**src/rtl/game_pixel_scaler_if.sv**
```systemverilog
// Video timing in (hen/ven) and scaled logical coordinates out.
// The timing generator side is the master; the scaler is the slave.
interface game_pixel_scaler_if #(
    parameter int XW = 8,
    parameter int YW = 9
);
    logic          hen;
    logic          ven;
    logic [XW-1:0] pixel_x;
    logic [YW-1:0] pixel_y;
    logic [3:0]    sub_x;
    logic [3:0]    sub_y;
    logic          in_display;
    logic          line_start;
    logic          frame_start;
    logic [7:0]    frame_cnt;

    modport master (
        output hen, ven,
        input  pixel_x, pixel_y, sub_x, sub_y,
        input  in_display, line_start, frame_start, frame_cnt
    );

    modport slave (
        input  hen, ven,
        output pixel_x, pixel_y, sub_x, sub_y,
        output in_display, line_start, frame_start, frame_cnt
    );
endinterface

```
**src/rtl/game_pixel_scaler.sv**
```systemverilog
// Maps physical hen/ven timing onto a low-resolution logical frame by
// integer replication. Every output is registered, one pclk behind the
// active pixel it describes. Pixels beyond the logical frame are clipped:
// the counters saturate and the coordinate outputs keep their last
// in-frame value instead of wrapping.
module game_pixel_scaler #(
    parameter int SRC_W   = 200,
    parameter int SRC_H   = 150,
    parameter int SCALE_X = 4,
    parameter int SCALE_Y = 4,
    parameter int XW      = 8,
    parameter int YW      = 9
) (
    input  logic                 pclk,
    input  logic                 rstn,
    game_pixel_scaler_if.slave   vid
);
    // Counter widths must be able to hold the saturation value SRC_W/SRC_H.
    localparam int CXW = $clog2(SRC_W + 1);
    localparam int CYW = $clog2(SRC_H + 1);

    localparam logic [CXW-1:0] CX_MAX  = CXW'(SRC_W);
    localparam logic [CYW-1:0] CY_MAX  = CYW'(SRC_H);
    localparam logic [3:0]     SX_LAST = 4'(SCALE_X - 1);
    localparam logic [3:0]     SY_LAST = 4'(SCALE_Y - 1);

    logic           hen_d, ven_d;
    logic           hen_fall, ven_fall, active, in_frame;
    logic [CXW-1:0] cx;
    logic [CYW-1:0] cy;
    logic [3:0]     sx, sy;
    logic [7:0]     frame_cnt_q;
    logic [XW-1:0]  pixel_x_q;
    logic [YW-1:0]  pixel_y_q;
    logic [3:0]     sub_x_q, sub_y_q;
    logic           in_display_q, line_start_q, frame_start_q;

    assign hen_fall = hen_d & ~vid.hen;
    assign ven_fall = ven_d & ~vid.ven;
    assign active   = vid.hen & vid.ven;
    assign in_frame = (cx < CX_MAX) && (cy < CY_MAX);

    // Edge-detect registers and the logical/phase counters; ven_fall wins over hen_fall.
    always_ff @(posedge pclk) begin
        if (!rstn) begin
            hen_d       <= 1'b0;
            ven_d       <= 1'b0;
            cx          <= '0;
            sx          <= '0;
            cy          <= '0;
            sy          <= '0;
            frame_cnt_q <= '0;
        end else begin
            hen_d <= vid.hen;
            ven_d <= vid.ven;
            if (ven_fall) begin
                cx          <= '0;
                sx          <= '0;
                cy          <= '0;
                sy          <= '0;
                frame_cnt_q <= frame_cnt_q + 8'd1;
            end else if (hen_fall) begin
                cx <= '0;
                sx <= '0;
                if (cy != CY_MAX) begin
                    if (sy == SY_LAST) begin
                        sy <= '0;
                        cy <= cy + 1'b1;
                    end else begin
                        sy <= sy + 4'd1;
                    end
                end
            end else if (active && (cx != CX_MAX)) begin
                if (sx == SX_LAST) begin
                    sx <= '0;
                    cx <= cx + 1'b1;
                end else begin
                    sx <= sx + 4'd1;
                end
            end
        end
    end

    // Registered coordinate outputs and start pulses; coordinates only move inside the frame.
    always_ff @(posedge pclk) begin
        if (!rstn) begin
            pixel_x_q     <= '0;
            pixel_y_q     <= '0;
            sub_x_q       <= '0;
            sub_y_q       <= '0;
            in_display_q  <= 1'b0;
            line_start_q  <= 1'b0;
            frame_start_q <= 1'b0;
        end else begin
            in_display_q  <= 1'b0;
            line_start_q  <= 1'b0;
            frame_start_q <= 1'b0;
            if (active && in_frame) begin
                pixel_x_q     <= XW'(cx);
                pixel_y_q     <= YW'(cy);
                sub_x_q       <= sx;
                sub_y_q       <= sy;
                in_display_q  <= 1'b1;
                line_start_q  <= (cx == '0) && (sx == '0);
                frame_start_q <= (cx == '0) && (sx == '0) && (cy == '0) && (sy == '0);
            end
        end
    end

    assign vid.pixel_x     = pixel_x_q;
    assign vid.pixel_y     = pixel_y_q;
    assign vid.sub_x       = sub_x_q;
    assign vid.sub_y       = sub_y_q;
    assign vid.in_display  = in_display_q;
    assign vid.line_start  = line_start_q;
    assign vid.frame_start = frame_start_q;
    assign vid.frame_cnt   = frame_cnt_q;
endmodule
```
**src/flat_wrapper.sv**
```systemverilog
// flat-port wrapper written by rule: the top's interface ports become plain ports
module game_pixel_scaler_flat 
#(
    parameter int SRC_W   = 200,
    parameter int SRC_H   = 150,
    parameter int SCALE_X = 4,
    parameter int SCALE_Y = 4,
    parameter int XW      = 8,
    parameter int YW      = 9
)
  (pclk, rstn, vid_hen, vid_ven, vid_pixel_x, vid_pixel_y, vid_sub_x, vid_sub_y, vid_in_display, vid_line_start, vid_frame_start, vid_frame_cnt);
  game_pixel_scaler_if #(.XW(XW), .YW(YW)) vid_i ();
  input  logic pclk;
  input  logic rstn;
  input wire logic [$bits(vid_i.hen)-1:0] vid_hen;
  input wire logic [$bits(vid_i.ven)-1:0] vid_ven;
  output wire logic [$bits(vid_i.pixel_x)-1:0] vid_pixel_x;
  output wire logic [$bits(vid_i.pixel_y)-1:0] vid_pixel_y;
  output wire logic [$bits(vid_i.sub_x)-1:0] vid_sub_x;
  output wire logic [$bits(vid_i.sub_y)-1:0] vid_sub_y;
  output wire logic [$bits(vid_i.in_display)-1:0] vid_in_display;
  output wire logic [$bits(vid_i.line_start)-1:0] vid_line_start;
  output wire logic [$bits(vid_i.frame_start)-1:0] vid_frame_start;
  output wire logic [$bits(vid_i.frame_cnt)-1:0] vid_frame_cnt;
  assign vid_i.hen = vid_hen;
  assign vid_i.ven = vid_ven;
  assign vid_pixel_x = vid_i.pixel_x;
  assign vid_pixel_y = vid_i.pixel_y;
  assign vid_sub_x = vid_i.sub_x;
  assign vid_sub_y = vid_i.sub_y;
  assign vid_in_display = vid_i.in_display;
  assign vid_line_start = vid_i.line_start;
  assign vid_frame_start = vid_i.frame_start;
  assign vid_frame_cnt = vid_i.frame_cnt;
  game_pixel_scaler #(.SRC_W(SRC_W), .SRC_H(SRC_H), .SCALE_X(SCALE_X), .SCALE_Y(SCALE_Y), .XW(XW), .YW(YW)) u_core (.pclk(pclk), .rstn(rstn), .vid(vid_i));
endmodule
```
**config.mk**
```make
export PLATFORM = sky130hd
export DESIGN_NAME = game_pixel_scaler_flat
export DESIGN_NICKNAME = d
export VERILOG_FILES = /design/src/rtl/game_pixel_scaler_if.sv /design/src/rtl/game_pixel_scaler.sv /design/src/flat_wrapper.sv
export SDC_FILE = /design/constraint.sdc
export NUM_CORES = 1
export LEC_CHECK = 0
export ABC_CLOCK_PERIOD_IN_PS = 2200
export CAP_MARGIN = 10
export CORE_MARGIN = 10
export CORE_UTILIZATION = 33
export DETAILED_ROUTE_END_ITERATION = 8
export PLACE_DENSITY = 0.54
export SYNTH_ARGS = -nofsm -noshare
export SYNTH_HDL_FRONTEND = slang
export SYNTH_SLANG_ARGS = --single-unit
```
**constraint.sdc**
```tcl
create_clock -name pclk -period 2.2 [get_ports pclk]
set_input_delay 0.44 -clock pclk [delete_from_list [all_inputs] [get_ports pclk]]
set_output_delay 0.44 -clock pclk [all_outputs]
set_load 0.005 [all_outputs]
```
# Word level (Yosys, flattened, before mapping)
# Cells that the tools add are included.
[op_classes] n_eq_ne=4 bitwise=6 n_mux=3 add_sub_neg=5 n_reduce_logical=16 magnitude_cmp=2
[ops] cell="adder 8 x 1 -> 8 bit, second input constant" count=3
[ops] cell="logical NOT 8 bit" count=2
[ops] cell="less-than comparator 8 bit, second input constant" count=2
[ops] cell="!= test 8 bit, second input constant" count=2
[ops] cell="adder 4 x 1 -> 4 bit, second input constant" count=2
[ops] cell="equality test 4 x 2 -> 1 bit, second input constant" count=2
[ops] cell="logical NOT 4 bit" count=2
[ops] cell="two-way mux 4 bit" count=2
[ops] cell="logical AND 1 bit" count=6
[ops] cell="AND reduction 2 bit" count=3
[ops] cell="AND 1 bit" count=3
[ops] cell="NOT 1 bit" count=3
[ops] cell="AND reduction 3 bit" count=1
[ops] cell="OR reduction 3 bit" count=1
[ops] cell="OR reduction 2 bit" count=1
[ops] cell="two-way mux 1 bit" count=1
[word_totals] wordCells=50 ff_bits=61 input_bits=4 output_inout_bits=36

# Longest topological paths before layout
# Gate-level depths: netlist of the first run.
[depth] depth_word=4 mapped_depth=7

# Least setup slack after synthesis of the first run
# Ideal clock, no wire load.
[synth_timing] path_kind="reg-to-reg" from="reg u_core.sx[0]" to="reg u_core.cx[6]" path_buffers=0 arrival_ns=1.601 path_slack_ns=0.528 synth_period_minus_slack_ns=1.672 stages_incl_launch_ff=6 path_cell_list="dfxtp_1 -> ha_1 -> nor3b_1 -> o2111ai_2 -> or3_1 -> a21oi_1"
[synth_between] elab_chain_len=2
[synth_rtl] item="start: declaration" line="game_pixel_scaler.sv:31" source="logic [3:0] sx, sy;"
[synth_rtl] item="start signal: assignment" line="game_pixel_scaler.sv:78" source="sx <= sx + 4'd1;"
[synth_rtl] item="equality test 4 x 2 -> 1 bit" line="game_pixel_scaler.sv:74" source="if (sx == SX_LAST) begin"
[synth_rtl] item="AND reduction 2 bit (no line)"
[synth_rtl] item="end signal: assignment" line="game_pixel_scaler.sv:76" source="cx <= cx + 1'b1;"
[synth_rtl] item="end: declaration" line="game_pixel_scaler.sv:29" source="logic [CXW-1:0] cx;"
# No other way between the ends.
# A chain may end at the register's enable or synchronous reset.

# Worst setup path after layout of the first run
[layout_timing] from="reg u_core.cx[0]" to="reg u_core.cx[2]"
[layout_between] elab_chain_len=3 elab_cells_between_ends=4 classes_between="add/sub (1); eq/ne (1); reduce/logical (2)"
[layout_rtl] item="branches (longest 3 deep; another with adder 8 x 1 -> 8 bit)"
# Several ways; the timed one is not identified.

==> metrics.txt, run 1 <==
final setup skew 0.00888 ns; Mapped Avg Cell Area 8.99 sq um; critical path data required time 2.41 ns; DRT iter0 DRCs 47; wl on met1 3250 um; Yosys reg bits 61; Worst Max-Slew Pin Slew 0.531 ns; Post-synth top flop dfxtp_1; Yosys cell types 44; post-route minimum period 1.94 ns; Total GRT Usage 0.103; cell area after synthesis 2780 sq um; Port Buffer Count 38; syn_nets 323; RSZ-0062 raised after global routing no; switching share of total power 0.231; post-synthesis async set-or-reset flop share 0; met3 routed wirelength 334 um; Core Footprint 8220 sq um; clock buffer count from CTS 9; Die X 112 um; largest net degree at the start of global routing 56; CP arrival 2.15 ns; Post-synth EDFFs 0; Final ANT Viol Nets 0; WL final 6520 um; HPWL after detailed placement 4510 um; Seq/Total Area, Yosys 0.440; # fillers 822; post-synthesis simple-gate area fraction 0.245; die height 112 um; worst vdd ir 0.347 mV; Final Hold Viols 0; share of cells above drive strength 1 0.0922; Ys Warns 0; Worst slew margin 0.646; placed cell areas 3310 sq um; mux cell area share after synthesis 0.105; Layout Nets 369; hold crit path type register to register; CTS tree built; vias in the first global route 2077; DR pass1 iterations 4; Synth Instances 309; initial antenna violation count 0; max-cap viol count 0; postcts setup bufs 0; CTS resizes 0; crit path max fanout 6; clock share of power 0.435; NetSw 0.000504 W; DR vias 2210; clk_lat worst skew 0.33 ns; combinational power share 0.052; first-pass GRT wire length 10700 um; sequential power share 0.513; Final Cycle Share 0.883; startpoint types register; P per Cell Area 625 nW/um^2; Via-to-Cell Ratio 4.77; Pwr Total 0.00218 W; CTS Sinks 61; Final TNS setup 0 ns; critical path capture point type register; Int Power 0.00168 W; Synth Area in XOR/XNOR 0.0599; # setup viols final 0; Ports 40; largest family of logic cells by synthesized area simple AND/OR/NAND/NOR gates; most frequent cells in the layout 61 x dfxtp_1, 60 x nand2_1, 37 x clkdlybuf4s50_1, 29 x mux2i_1, 24 x nor2_1; H-tree depth 3; leading area contributor after synthesis dfxtp_1; Area Overhead vs Synth 25.7%; clock slew at reported path FFs 0.07 ns; Leak Pwr 1.27 nW; Routed WL per cell 14.1 um; Compound-Gate Fraction of Synth Area 0.0640; CP Class register to register; leading cell type in the layout, fill and taps excluded dfxtp_1; Max Used Layer met4; post-layout util 0.425; Final Wtd Congestion 0.822; met2 routed WL 2870 um; max frequency 0.515 GHz; adder-cell share of the synthesized area 0.0451; max-slew violation count 0; Starting Density 0.338; Congestion Overflow GR 0; FP Rows 33; root buffer selected by CTS clkbuf_8; design area 3490 sq um; top cells by area, synth dfxtp_1 44%, mux2i_1 10%, nand2_1 8.1%; DRC violations left 0; CTS max path bufs 2; Die Area 12500 sq um; worst hold slack 0.454 ns; Synth top area share 0.440; CTS Hold Bufs 0; antenna cells 0; status finished clean
[logic make-up after synthesis]
logic type | count (synthesis)
xor gates and xnor gates | 19
buffers and inverters | 24
muxes | 29
other | 1
adders and majority gates | 10
DFF | 61
AOI/OAI and AO/OA | 27
and+or+nand+nor | 138
[synthesized netlist by cell type, types with 8 or more instances]
library cell and number:
a21oi_1 8, clkbuf_1 9, dfxtp_1 61, ha_1 10, inv_1 8, mux2i_1 29
nand2_1 60, nand4_1 9, nor2_1 24, xnor2_1 11, xor2_1 8
[area by class of cell]
cell class / instances / area (sq um) / share of cell area
multi-input cells: 224 / 1440 / 0.413
repair buffers: 50 / 478 / 0.137
well taps: 105 / 131 / 0.0376
clock inverters: 1 / 5.00 / 0.00143
flip-flops and latches: 61 / 1220 / 0.350
clock buffers: 13 / 179 / 0.0513
inverters: 9 / 33.8 / 0.00968
[layer usage]
layer / up-vias / track usage
met5: - / 0
li1: 1143 / -
met2: 35 / 0.153
met1: 1025 / 0.132
met3: 7 / 0.0370
met4: 0 / 0.0437
[power by group through the flow]
stage | Sequential (W) | Clock, W | Combinational, W
floorplan | 0.00114 | 0 | 0.0000738
global placement | 0.00115 | 0 | 0.000115
detailed placement | 0.00115 | 0 | 0.000116
CTS | 0.00112 | 0.000972 | 0.000116
global route | 0.00112 | 0.00101 | 0.000125
finish | 0.00112 | 0.000950 | 0.000113
[path summary, 6_finish.rpt]
kind                                            from                            endpoint  slack (ns)  depth (start not counted)
setup / recovery           u_core.cx[0]$_SDFFE_PP0P_           u_core.cx[2]$_SDFFE_PP0P_        0.26                          7
hold / removal    u_core.vid.pixel_x[5]$_SDFFE_PN0P_  u_core.vid.pixel_x[5]$_SDFFE_PN0P_        0.45                          2
setup reg to reg           u_core.cx[0]$_SDFFE_PP0P_           u_core.cx[2]$_SDFFE_PP0P_        0.26                          7
hold reg to reg   u_core.vid.pixel_x[5]$_SDFFE_PN0P_  u_core.vid.pixel_x[5]$_SDFFE_PN0P_        0.45                          2
[worst max-delay path, stage by stage, from the launching register on]
cell	delay, ns
dfxtp_1	0.35
inv_1	0.11
ha_1	0.15
or4b_1	0.57
o2111ai_2	0.28
buf_4	0.16
xor2_1	0.15
nor2_1	0.05
[per-stage QoR]
stage | cells | setup slack [ns]
after floorplan | 309 | 0.528
after global placement | 449 | 0.0553
after detailed placement | 449 | 0.00178
after CTS | 463 | 0.266
after global routing | 463 | 0.153
final | 463 | 0.258
[registers in the layout (all words and copies together), names as in the netlist]
register	count
u_core.cx	8
u_core.cy	8
u_core.vid.frame_cnt	8
u_core.vid.pixel_x	8
u_core.vid.pixel_y	8
u_core.sx	4
u_core.sy	4
u_core.vid.sub_x	4
u_core.vid.sub_y	4
u_core.hen_d	1
u_core.ven_d	1
u_core.vid.frame_start	1
u_core.vid.in_display	1
u_core.vid.line_start	1
Note: power is estimated with default switching activity, not from simulation.
==> run 2: changes to the inputs <==
CORE_UTILIZATION = 30   (was 33)
PLACE_DENSITY = 0.5   (was 0.54)
==> run 2 against run 1 <==
Against the previous run: sequential power about the same; combinational power about the same; non-clock buffer count is 1 lower; utilization is 4.4 points lower; sequential cell count is the same; critical path type unchanged; largest power group unchanged; highest routed layer unchanged.
==> metrics.txt, run 2 (synthesis results as in run 1) <==
CTS Hold Bufs 0; final non-filler cell total 469; Final TNS setup 0 ns; status finished clean; Worst Max-Slew Pin Slew 0.531 ns; sequential power share 0.537; max frequency 0.517 GHz; P per Cell Area 602 nW/um^2; switching share of total power 0.238; kind of cell adding the most delay to the critical path simple AND/OR/NAND/NOR gates; post-place setup slack -0.0322 ns; worst hold slack 0.453 ns; Final Worst Setup Slack 0.267 ns; DRC violations left 0; Die Area 13500 sq um; Largest stage delay, worst path 0.47 ns; startpoint types register; worst vdd ir 0.236 mV; placed cell areas 3310 sq um; RSZ-0062 raised after global routing no; Via-to-Cell Ratio 4.69; crit path max fanout 7; share of cells above drive strength 1 0.0838; WL final 6590 um; first-pass GRT wire length 11100 um; DRT iter0 DRCs 142; CTS max path bufs 2; clock buffer count from CTS 9; design area 3470 sq um; critical path data required time 2.48 ns; critical path capture point type register; CTS Sinks 61; clock slew at reported path FFs 0.07 ns; number of placed cells counting well taps 454; combinational power share 0.054; Starting Density 0.305; antenna cells 0; Area Overhead vs Synth 24.8%; H-tree depth 3; CTS resizes 0; final setup skew 0.00541 ns; post-route minimum period 1.93 ns; Die X 116 um; Final Cycle Share 0.879; Bufs and invs on worst path 0; hold crit path type register to register; footprint of the multi-input gates 1440 sq um; CP Class register to register; Routed WL per cell 14.1 um; Core Footprint 9110 sq um; Ports 40; slowest stage cell, crit path or4_1; Layout Nets 368; clk_lat worst skew 0.33 ns; CP arrival 2.21 ns; CTS tree built; Worst slew margin 0.646; Final Wtd Congestion 0.769; Congestion Overflow GR 0; die height 116 um; vias in the first global route 2194; Leak Pwr 1.25 nW; Total GRT Usage 0.105; FP Rows 35; Final ANT Viol Nets 0; DR pass1 iterations 4; Final Hold Viols 0; largest net degree at the start of global routing 56; initial antenna violation count 0; # setup viols final 0; NetSw 0.000496 W; root buffer selected by CTS clkbuf_8; Port Buffer Count 38; Int Power 0.00159 W; max-slew violation count 0; # fillers 962; HPWL after detailed placement 4610 um; DR vias 2199; postcts setup bufs 0; CP cell instances or3_4, or4_1, nor4_1, and4_1; leading cell type in the layout, fill and taps excluded dfxtp_1; clock share of power 0.409; Reg area 1220 sq um; max-cap viol count 0; most frequent cells in the layout 61 x dfxtp_1, 60 x nand2_1, 37 x clkdlybuf4s50_1, 29 x mux2i_1, 24 x nor2_1
==> run 2: per-layer routing <==
| metal | GRT usage | vias to the layer above | routed length [um] |
|---|---|---|---|
| li1 | - | 1147 | - |
| met1 | 0.135 | 1004 | 3220 |
| met2 | 0.153 | 39 | 2890 |
| met3 | 0.0395 | 9 | 407 |
| met4 | 0.0442 | 0 | 78 |
| met5 | 0 | - | 0 |
==> run 2: cell type report <==
type                       instances  area share
multi-input combinational        224       0.416
tap                              111      0.0401
timing repair buffer              49       0.136
clock inverter                     2     0.00289
inverter                           9     0.00975
sequential                        61       0.352
clock buffer                      13      0.0430
==> run 2: worst register-to-register path: stages (launching register included) <==
cell     delay, ns
dfxtp_1       0.37
or3_4         0.44
or4_1         0.47
nor4_1        0.36
and4_1        0.24
==> run 2: final timing paths <==
kind | from | to | slack [ns] | depth (start not counted)
max | u_core.cy[3]$_SDFFE_PP0P_ | u_core.vid.frame_start$_SDFF_PN0_ | 0.27 | 4
min | u_core.vid.pixel_x[5]$_SDFFE_PN0P_ | u_core.vid.pixel_x[5]$_SDFFE_PN0P_ | 0.45 | 2
max reg2reg | u_core.cy[3]$_SDFFE_PP0P_ | u_core.vid.frame_start$_SDFF_PN0_ | 0.27 | 4
min reg2reg | u_core.vid.pixel_x[5]$_SDFFE_PN0P_ | u_core.vid.pixel_x[5]$_SDFFE_PN0P_ | 0.45 | 2
==> run 2: metrics by stage <==
stage / util / power (W)
floorplan: - / 0.00122
global placement: 0.363 / 0.00126
detailed placement: 0.363 / 0.00126
CTS: 0.380 / 0.00212
global route: 0.380 / 0.00219
finish: 0.380 / 0.00209
==> run 2: power by group through the flow <==
stage | clock network [W] | logic (W) | registers, W
6_report | 0.000854 | 0.000113 | 0.00112
5_1_grt | 0.000939 | 0.000126 | 0.00112
4_1_cts | 0.000884 | 0.000115 | 0.00112
3_5_place_dp | 0 | 0.000115 | 0.00115
3_3_place_gp | 0 | 0.000115 | 0.00115
2_1_floorplan | 0 | 0.0000738 | 0.00114
==> run 3: changes to the inputs <==
SLEW_MARGIN = 20   (was unset)
==> results of run 3 <==
The final DEF is identical to that of run 2; final timing and power are the same.
